$ cat config.mk
export PLATFORM = sky130hd
export DESIGN_NAME = debug_dump_sequencer_flat
export DESIGN_NICKNAME = d
export VERILOG_FILES = /design/src/rtl/debug_dump_sequencer_if.sv /design/src/rtl/debug_dump_sequencer.sv /design/src/flat_wrapper.sv
export SDC_FILE = /design/constraint.sdc
export NUM_CORES = 1
export LEC_CHECK = 0
export BUFFER_PORTS_ARGS = -buffer_cell sky130_fd_sc_hd__buf_4
export CAP_MARGIN = 20
export CORE_AREA = 2 2 74 76
export CTS_CLUSTER_SIZE = 40
export DETAILED_ROUTE_END_ITERATION = 7
export DIE_AREA = 0 0 76 78
export PLACE_DENSITY = 0.8
export SYNTH_ARGS = -nofsm -noshare
export SYNTH_HDL_FRONTEND = slang
export SYNTH_SLANG_ARGS = --single-unit
$ cat constraint.sdc
create_clock -name i_clock -period 1.5 [get_ports i_clock]
set_input_delay 0.225 -clock i_clock [delete_from_list [all_inputs] [get_ports i_clock]]
set_output_delay 0.225 -clock i_clock [all_outputs]
set_load 0.01 [all_outputs]
$ cat src/rtl/debug_dump_sequencer_if.sv
// Handshake bundle between the dump sequencer, the pipeline database and the UART.
// slave = sequencer side, master = environment (database + UART) side.
interface debug_dump_sequencer_if #(
  parameter int CANT_BITS_CONTROL    = 4,
  parameter int LONGITUD_INSTRUCCION = 32,
  parameter int CANT_BITS_UART       = 8
);
  logic                            i_start;
  logic [LONGITUD_INSTRUCCION-1:0] i_dato;
  logic [CANT_BITS_CONTROL-1:0]    o_control;
  logic [CANT_BITS_UART-1:0]       o_tx_data;
  logic                            o_tx_start;
  logic                            i_tx_done;
  logic                            o_busy;
  logic                            o_done;

  modport slave (
    input  i_start, i_dato, i_tx_done,
    output o_control, o_tx_data, o_tx_start, o_busy, o_done
  );

  modport master (
    output i_start, i_dato, i_tx_done,
    input  o_control, o_tx_data, o_tx_start, o_busy, o_done
  );
endinterface

$ cat src/rtl/debug_dump_sequencer.sv
// Walks every database word, streaming each one MSB byte first to the UART.
// All outputs come straight from registers, so no input reaches an output combinationally.
module debug_dump_sequencer #(
  parameter int CANT_BITS_CONTROL    = 4,
  parameter int LONGITUD_INSTRUCCION = 32,
  parameter int CANT_PALABRAS        = 12,
  parameter int CANT_BITS_UART       = 8
) (
  input  logic                   i_clock,
  input  logic                   i_soft_reset,
  debug_dump_sequencer_if.slave  bus
);

  localparam int IDX_W  = (CANT_PALABRAS > 1) ? $clog2(CANT_PALABRAS) : 1;
  localparam int BYTES  = LONGITUD_INSTRUCCION / CANT_BITS_UART;
  localparam int BCNT_W = (BYTES > 1) ? $clog2(BYTES) : 1;
  localparam logic [IDX_W-1:0]  LAST_IDX  = IDX_W'(CANT_PALABRAS - 1);
  localparam logic [BCNT_W-1:0] LAST_BYTE = BCNT_W'(BYTES - 1);

  typedef enum logic [2:0] {
    IDLE, SETTLE, LATCH, SEND, WAIT_TX, NEXT, DONE
  } state_t;

  state_t                          state_q, state_d;
  logic [IDX_W-1:0]                idx_q, idx_d;
  logic [BCNT_W-1:0]               bcnt_q, bcnt_d;
  logic [LONGITUD_INSTRUCCION-1:0] shift_q, shift_d;
  logic [CANT_BITS_CONTROL-1:0]    ctrl_q, ctrl_d;

  always_ff @(posedge i_clock) begin
    if (i_soft_reset) begin
      state_q <= IDLE;
      idx_q   <= '0;
      bcnt_q  <= '0;
      shift_q <= '0;
      ctrl_q  <= '0;
    end else begin
      state_q <= state_d;
      idx_q   <= idx_d;
      bcnt_q  <= bcnt_d;
      shift_q <= shift_d;
      ctrl_q  <= ctrl_d;
    end
  end

  always_comb begin
    state_d = state_q;
    idx_d   = idx_q;
    bcnt_d  = bcnt_q;
    shift_d = shift_q;
    ctrl_d  = ctrl_q;
    unique case (state_q)
      IDLE: begin
        if (bus.i_start) begin
          idx_d   = '0;
          ctrl_d  = '0;
          state_d = SETTLE;
        end
      end
      // one spare cycle so the database output tracks the new select
      SETTLE: state_d = LATCH;
      LATCH: begin
        shift_d = bus.i_dato;
        bcnt_d  = '0;
        state_d = SEND;
      end
      SEND: state_d = WAIT_TX;
      WAIT_TX: begin
        // tx_done only matters here; a pulse during SEND is deliberately dropped
        if (bus.i_tx_done) begin
          if (bcnt_q != LAST_BYTE) begin
            shift_d = shift_q << CANT_BITS_UART;
            bcnt_d  = bcnt_q + BCNT_W'(1);
            state_d = SEND;
          end else begin
            state_d = NEXT;
          end
        end
      end
      NEXT: begin
        if (idx_q == LAST_IDX) begin
          ctrl_d  = '0;
          state_d = DONE;
        end else begin
          idx_d   = idx_q + IDX_W'(1);
          ctrl_d  = CANT_BITS_CONTROL'(idx_q + IDX_W'(1));
          state_d = SETTLE;
        end
      end
      DONE: begin
        ctrl_d  = '0;
        idx_d   = '0;
        state_d = IDLE;
      end
      default: state_d = IDLE;
    endcase
  end

  assign bus.o_control  = ctrl_q;
  assign bus.o_tx_data  = shift_q[LONGITUD_INSTRUCCION-1 -: CANT_BITS_UART];
  assign bus.o_tx_start = (state_q == SEND);
  assign bus.o_busy     = (state_q != IDLE);
  assign bus.o_done     = (state_q == DONE);

endmodule

$ cat src/flat_wrapper.sv
// flat-port wrapper written by rule: the top's interface ports become plain ports
module debug_dump_sequencer_flat 
#(
  parameter int CANT_BITS_CONTROL    = 4,
  parameter int LONGITUD_INSTRUCCION = 32,
  parameter int CANT_PALABRAS        = 12,
  parameter int CANT_BITS_UART       = 8
)
  (i_clock, i_soft_reset, bus_i_start, bus_i_dato, bus_i_tx_done, bus_o_control, bus_o_tx_data, bus_o_tx_start, bus_o_busy, bus_o_done);
  debug_dump_sequencer_if #(.CANT_BITS_CONTROL(CANT_BITS_CONTROL), .LONGITUD_INSTRUCCION(LONGITUD_INSTRUCCION), .CANT_BITS_UART(CANT_BITS_UART)) bus_i ();
  input  logic i_clock;
  input  logic i_soft_reset;
  input wire logic [$bits(bus_i.i_start)-1:0] bus_i_start;
  input wire logic [$bits(bus_i.i_dato)-1:0] bus_i_dato;
  input wire logic [$bits(bus_i.i_tx_done)-1:0] bus_i_tx_done;
  output wire logic [$bits(bus_i.o_control)-1:0] bus_o_control;
  output wire logic [$bits(bus_i.o_tx_data)-1:0] bus_o_tx_data;
  output wire logic [$bits(bus_i.o_tx_start)-1:0] bus_o_tx_start;
  output wire logic [$bits(bus_i.o_busy)-1:0] bus_o_busy;
  output wire logic [$bits(bus_i.o_done)-1:0] bus_o_done;
  assign bus_i.i_start = bus_i_start;
  assign bus_i.i_dato = bus_i_dato;
  assign bus_i.i_tx_done = bus_i_tx_done;
  assign bus_o_control = bus_i.o_control;
  assign bus_o_tx_data = bus_i.o_tx_data;
  assign bus_o_tx_start = bus_i.o_tx_start;
  assign bus_o_busy = bus_i.o_busy;
  assign bus_o_done = bus_i.o_done;
  debug_dump_sequencer #(.CANT_BITS_CONTROL(CANT_BITS_CONTROL), .LONGITUD_INSTRUCCION(LONGITUD_INSTRUCCION), .CANT_PALABRAS(CANT_PALABRAS), .CANT_BITS_UART(CANT_BITS_UART)) u_core (.i_clock(i_clock), .i_soft_reset(i_soft_reset), .bus(bus_i));
endmodule
==> impl_metrics.csv, run 1 <==
group,metric,value,unit
timing,slew_headroom,74.50,%
finish,design_area,0.003057,mm^2
power_and_ir_drop,p_leak,1.139,nW
critical_path,worst_path_max_delay_cell,"or4_1",
drt,drc,0,
finish,drive_gt1_share,30.29,%
logic_synthesis,synthFlopType,"dfxtp_1",
logic_synthesis,ys_warn_count,0,
clock_network,clk_pin_slew,80,ps
timing,setup_slack,39.59,ps
finish,stdcell_count,377,
drt,viasPerCell,5.751,
clock_network,clk_latency,300,ps
critical_path,critPathMaxStageDelay,460,ps
critical_path,path_class,"reg -> reg",
critical_path,critPathRequiredTime,1680,ps
drt,drt-initial-drc-count,219,
die,die_w,76,um
finish,final_common_cell,"buf_4",
logic_synthesis,synth_cell_type_count,43,
die,row_count,26,
drt,drt_pass1_iterations,4,
clock_network,htreeDepth,2,
die,io_pins,51,
clock_network,cts_buffer_depth,2,
worst_hold_path,whs_path_depth,3,
drt,vias,2168,
logic_synthesis,syn_inst,260,
finish,syn2layout_area_growth,27.11,%
drt,antenna_left,0,
logic_synthesis,synth_edf_count,0,
logic_synthesis,ys_ff_latch,45,
global_route,grt_max_degree,32,
logic_synthesis,syn-cell-area,0.002405,mm^2
power_and_ir_drop,power_density,888.0,mW/mm^2
clock_network,ctsHoldBuffers,0,
die,die_area,0.005928,mm^2
timing,setup_viol,0,
logic_synthesis,synthArstFlopShare,0,%
place,io_buffers,50,
worst_hold_path,hold_path.startpoint,"bus_i_dato[0]",
global_route,antenna_found_initial,0,
timing,finalCriticalPeriod,1460,ps
finish,nNetsFinal,345,
timing,hold_violations,0,
run,drv_cap,0,
critical_path,r2r-end,"u_core.state_q[2]",
place,placed_area,0.002844,mm^2
finish,layout_common_cells,"buf_4, dfxtp_1, a21oi_1, mux2i_1, nand2b_1",
critical_path,r2r_slack,40,ps
finish,antennaDiodeCount,0,
timing,fmax,684.7,MHz
place,dpl.cell_count,367,
drt,finalWirelength,5948,um
critical_path,reg2reg_from,"u_core.state_q[2]",
critical_path,crit_path_end_kind,"flop",
place,preCtsSetupSlack,-66.81,ps
timing,fin_crit_sh,97.36,%
clock_network,numCtsBuffers,5,
place,hpwl,4025,um
critical_path,worstPathArrival,1640,ps
critical_path,critPathTopFamily,"simple AND/OR/NAND/NOR gates",
timing,holdWs,210.0,ps
critical_path,worst-path-max-fanout,8,
worst_hold_path,hp-class,"in -> reg",
global_route,grt_pass1_wl,9301,um
die,start_util,47.69,%
global_route,grt_overflow_total,0,
logic_synthesis,syn-num-nets,298,
timing,skew,5.714,ps
critical_path,path_cells,"buf_6, buf_4, or4_1, nand4_1, a22oi_1",
finish,fin_util,60.62,%
drt,avgRoutedWirePerCell,15.78,um
critical_path,cp.buffers_inverters,2,
die,dieHeight,78,um
finish,n_fill_cell,438,
global_route,grt_pass1_vias,1992,
power_and_ir_drop,irDropWorstVdd,633.4,uV
critical_path,cp-start-kind,"flop",
die,design.core.area,0.005042,mm^2
timing,slew_violations,0,
run_status,status,"completed",
clock_network,root_buffer,"clkbuf_8",
clock_network,clkSinkCount,45,
critical_path,r2r_cells,5,
global_route,track_usage,19.35,%
timing,tightest_slew,379.6,ps
place,place_congestion,0.8910,
logic_synthesis,yosysSeqAreaShare,37.46,%
logic_synthesis,syn_area_per_cell,9.249,um^2
worst_hold_path,hold_path_end,"u_core.shift_q[0]",
clock_network,cts_tree,"built",
power breakdown:
group / switching, mW / total, mW / internal (mW)
logic: 0.240 / 0.497 / 0.256
registers: 0.0627 / 1.32 / 1.26
clock network: 0.409 / 0.893 / 0.484
total: 0.712 / 2.71 / 2.00
what timing repair did:
action | CTS | global route
setup endpoints to repair | 28 | 33
hold endpoints to repair | 0 | 0
setup buffers | 0 | 2
cloned | 0 | 1
pin swaps | 1 | 5
resized for setup | 6 | 16
cell usage after synthesis, types with 3 or more instances:
master	n	area [um^2]
nor2_1	6	22.52
buf_4	10	75.07
nand2b_1	26	162.7
buf_2	8	40.04
o311ai_0	24	210.2
nand3_1	12	60.06
inv_1	4	15.01
mux2i_1	26	260.3
dfxtp_1	45	900.9
nand2_1	7	26.28
a21oi_1	35	175.2
clkbuf_1	7	26.28
a22oi_1	10	75.07
o2bb2ai_1	3	26.28
buf_6	3	33.78
kinds of logic (layout without fill, tap and decap cells):
kind of cell	Yosys count	in the layout	synth area share (%)
AND/OR/NAND/NOR	68	68	16.91
AO/OA/AOI/OAI	83	83	24.35
adder cells (fa/ha/maj)	2	2	1.040
XOR/XNOR	2	2	0.7285
buffers and inverters	34	81	8.688
flip-flops	45	45	37.46
multiplexers	26	26	10.82
flip-flops by register name, summed over array words and instances (netlist names):
signal	flops
u_core.state_q	3
u_core.bus.o_control	4
u_core.bcnt_q	2
u_core.shift_q	32
u_core.idx_q	4
worst reg2reg max path: cells and delay by family (launching register included):
kind                   cells  cell delay, ps
AND/OR/NAND/NOR            2             630
flip-flops                 1             340
AO/OA/AOI/OAI              1             110
buffers and inverters      2             270
cell type report:
type | count | area (um^2) | share of cell area, %
clock buffer | 5 | 68.82 | 2.251
timing repair buffer | 70 | 591.8 | 19.36
tap | 70 | 87.58 | 2.865
clock inverter | 2 | 35.03 | 1.146
sequential | 45 | 908.4 | 29.72
inverter | 4 | 15.01 | 0.4912
multi-input combinational | 181 | 1350 | 44.17
worst max path at each step:
stage | cells past startpoint | from | slack (ps) | to
floorplan | 6 | u_core.bcnt_q[0] | -4 | u_core.shift_q[24]
global placement | 3 | u_core.state_q[1] | -4 | u_core.shift_q[21]
global route | 4 | u_core.state_q[2] | -6 | u_core.bus.o_control[1]
CTS | 5 | u_core.bcnt_q[0] | 7 | u_core.bcnt_q[0]
detailed placement | 3 | u_core.state_q[1] | -70 | u_core.shift_q[18]
finish | 5 | u_core.state_q[2] | 40 | u_core.state_q[2]
per-layer routing:
metal	routed length, um	vias to the layer above	GRT usage [%]
met4	91	0	6.727
met3	307	7	5.233
met5	0	-	0
met2	2803	58	30.63
li1	-	1065	-
met1	2746	1038	25.48
through the flow:
stage          setup TNS (ps)  total power [mW]
2_1_floorplan          -80.36             1.631
3_3_place_gp           -7.716             1.799
3_5_place_dp           -701.6             1.811
4_1_cts                     0             2.695
5_1_grt                -6.217             2.834
6_report                    0             2.714
Note: power is estimated with default switching activity, not from simulation.
==> inputs of run 2 (changes only) <==
--- a/config.mk
+++ b/config.mk
@@ -12,6 +12,7 @@
 export DETAILED_ROUTE_END_ITERATION = 7
 export DIE_AREA = 0 0 76 78
 export PLACE_DENSITY = 0.8
+export REMOVE_ABC_BUFFERS = 1
 export SYNTH_ARGS = -nofsm -noshare
 export SYNTH_HDL_FRONTEND = slang
 export SYNTH_SLANG_ARGS = --single-unit
==> impl_metrics.csv, run 2 (same netlist as run 1, synthesis figures left out) <==
group,metric,value,unit
run_status,status,"completed",
run,drv_cap,0,
clock_network,clkSinkCount,45,
power_and_ir_drop,power_density,867.6,mW/mm^2
die,io_pins,51,
clock_network,root_buffer,"clkbuf_8",
power_and_ir_drop,switching_power,0.6953,mW
place,hpwl,3832,um
die,dieHeight,78,um
critical_path,path_class,"reg -> out",
drt,antenna_left,0,
critical_path,crit_path_end,"bus_o_tx_start",
worst_hold_path,whs_path_depth,3,
timing,slew_violations,0,
finish,nNetsFinal,349,
finish,largest_reg_flops,32,
clock_network,cts_buffer_depth,2,
timing,tightest_slew,361.3,ps
place,io_buffers,50,
clock_network,numCtsBuffers,5,
drt,finalWirelength,5697,um
power_and_ir_drop,pwr-share-comb,18.8,%
critical_path,r2r-end,"u_core.bus.o_control[1]",
timing,rsz0062_at_grt,"yes",
global_route,grt_overflow_total,0,
timing,skew,2.123,ps
place,place_congestion,0.7868,
critical_path,crit_path_end_kind,"output pin",
worst_hold_path,hp-class,"in -> reg",
finish,design_area,0.003033,mm^2
place,preCtsSetupSlack,-60.23,ps
critical_path,worst-path-max-fanout,4,
finish,layout_common_cells,"buf_4, dfxtp_1, a21oi_1, mux2i_1, nand2b_1",
clock_network,ctsHoldBuffers,0,
finish,largest_register,"u_core.shift_q",
finish,drive_gt1_share,31.09,%
drt,drc,0,
place,placed_area,0.002829,mm^2
global_route,grt_pass1_wl,9673,um
critical_path,cp-start-kind,"flop",
critical_path,startpoint,"u_core.state_q[2]",
drt,vias,2162,
timing,slew_headroom,75.61,%
power_and_ir_drop,irDropWorstVdd,573.1,uV
critical_path,critPathRequiredTime,1270,ps
timing,hold_violations,0,
power_and_ir_drop,power.share.switching,26.42,%
finish,syn2layout_area_growth,26.12,%
timing,fmax,676.0,MHz
clock_network,htreeDepth,2,
global_route,antenna_found_initial,0,
timing,fin_crit_sh,98.61,%
power_and_ir_drop,p_leak,1.143,nW
timing,setup_slack,20.81,ps
die,row_count,26,
critical_path,worstPathArrival,1250,ps
drt,viasPerCell,5.660,
power_and_ir_drop,power_frac_seq,50.1,%
clock_network,clk_latency,290,ps
critical_path,r2r_cells,4,
die,design.core.area,0.005042,mm^2
drt,drt_pass1_iterations,4,
finish,final_common_cell,"buf_4",
critical_path,reg2reg_from,"u_core.state_q[2]",
finish,antennaDiodeCount,0,
die,die_area,0.005928,mm^2
die,start_util,47.69,%
power_and_ir_drop,pwr-share-clk,31.0,%
power_and_ir_drop,p_int,1.936,mW
clock_network,cts_tree,"built",
timing,finalCriticalPeriod,1479,ps
clock_network,clk_pin_slew,80,ps
global_route,grt_max_degree,28,
critical_path,r2r_slack,50,ps
global_route,track_usage,19.57,%
drt,drt-initial-drc-count,141,
drt,avgRoutedWirePerCell,14.91,um
global_route,grt_pass1_vias,2042,
timing,setup_viol,0,
die,die_w,76,um
## run 2: layout make-up
| type | instances | area [um^2] |
|---|---|---|
| clock buffers | 7 | 96.34 |
| clock inverters | 1 | 5.005 |
| fillers | 450 | 2009 |
| inverters | 4 | 15.01 |
| multi-input cells | 182 | 1361 |
| flip-flops and latches | 45 | 912.1 |
| well taps | 70 | 87.58 |
| repair buffers | 73 | 555.5 |
## run 2: how the worst min path moves through the flow
| stage | from | endpoint | slack [ps] |
|---|---|---|---|
| final | bus_i_dato[23] | u_core.shift_q[23] | 210 |
| after global routing | bus_i_dato[25] | u_core.shift_q[25] | 210 |
| after CTS | bus_i_dato[17] | u_core.shift_q[17] | 200 |
| after detailed placement | u_core.bus.o_control[1] | u_core.bus.o_control[1] | 440 |
| after global placement | u_core.bus.o_control[1] | u_core.bus.o_control[1] | 440 |
| after floorplan | i_soft_reset | u_core.shift_q[0] | 290 |
## run 2: power by group through the flow
| stage | clock network, mW | logic [mW] | registers, mW |
|---|---|---|---|
| floorplan | 0 | 0.219 | 1.36 |
| detailed placement | 0 | 0.465 | 1.35 |
| global placement | 0 | 0.456 | 1.34 |
| global route | 0.893 | 0.546 | 1.33 |
| CTS | 0.843 | 0.470 | 1.32 |
| finish | 0.816 | 0.496 | 1.32 |
## run 2: metrics by stage
stage	total power, mW	util, %	TNS (ps)	std cells	hold WS [ps]
after floorplan	1.577	-	-73740	230	294.1
after global placement	1.798	56.10	-34.43	370	442.5
after detailed placement	1.813	56.10	-671.2	370	439.5
after CTS	2.634	58.51	-74.42	378	204.8
after global routing	2.770	60.15	-110.3	382	212.7
final	2.631	60.15	0	382	213.1
## run 2: timing repair
action,in CTS,in global routing
endpoints found under the setup margin,28,32
resized for setup,7,15
pin swaps,0,2
cloned,0,1
setup buffers,0,3
endpoints found under the hold margin,0,0
## run 2: per-layer routing
| layer | GRT usage, % | part of all wire, % |
|---|---|---|
| met4 | 5.455 | 0.97 |
| met3 | 3.605 | 4.5 |
| met2 | 31.96 | 47 |
| met1 | 26.60 | 48 |
| met5 | 0 | 0 |
## run 2: worst max-delay path, cell delays in order, from the launching register on
cell      delay, ps
dfxtp_4         360
buf_4           140
nand2b_4        160
buf_6           130
nor2_4           80
buf_6           100
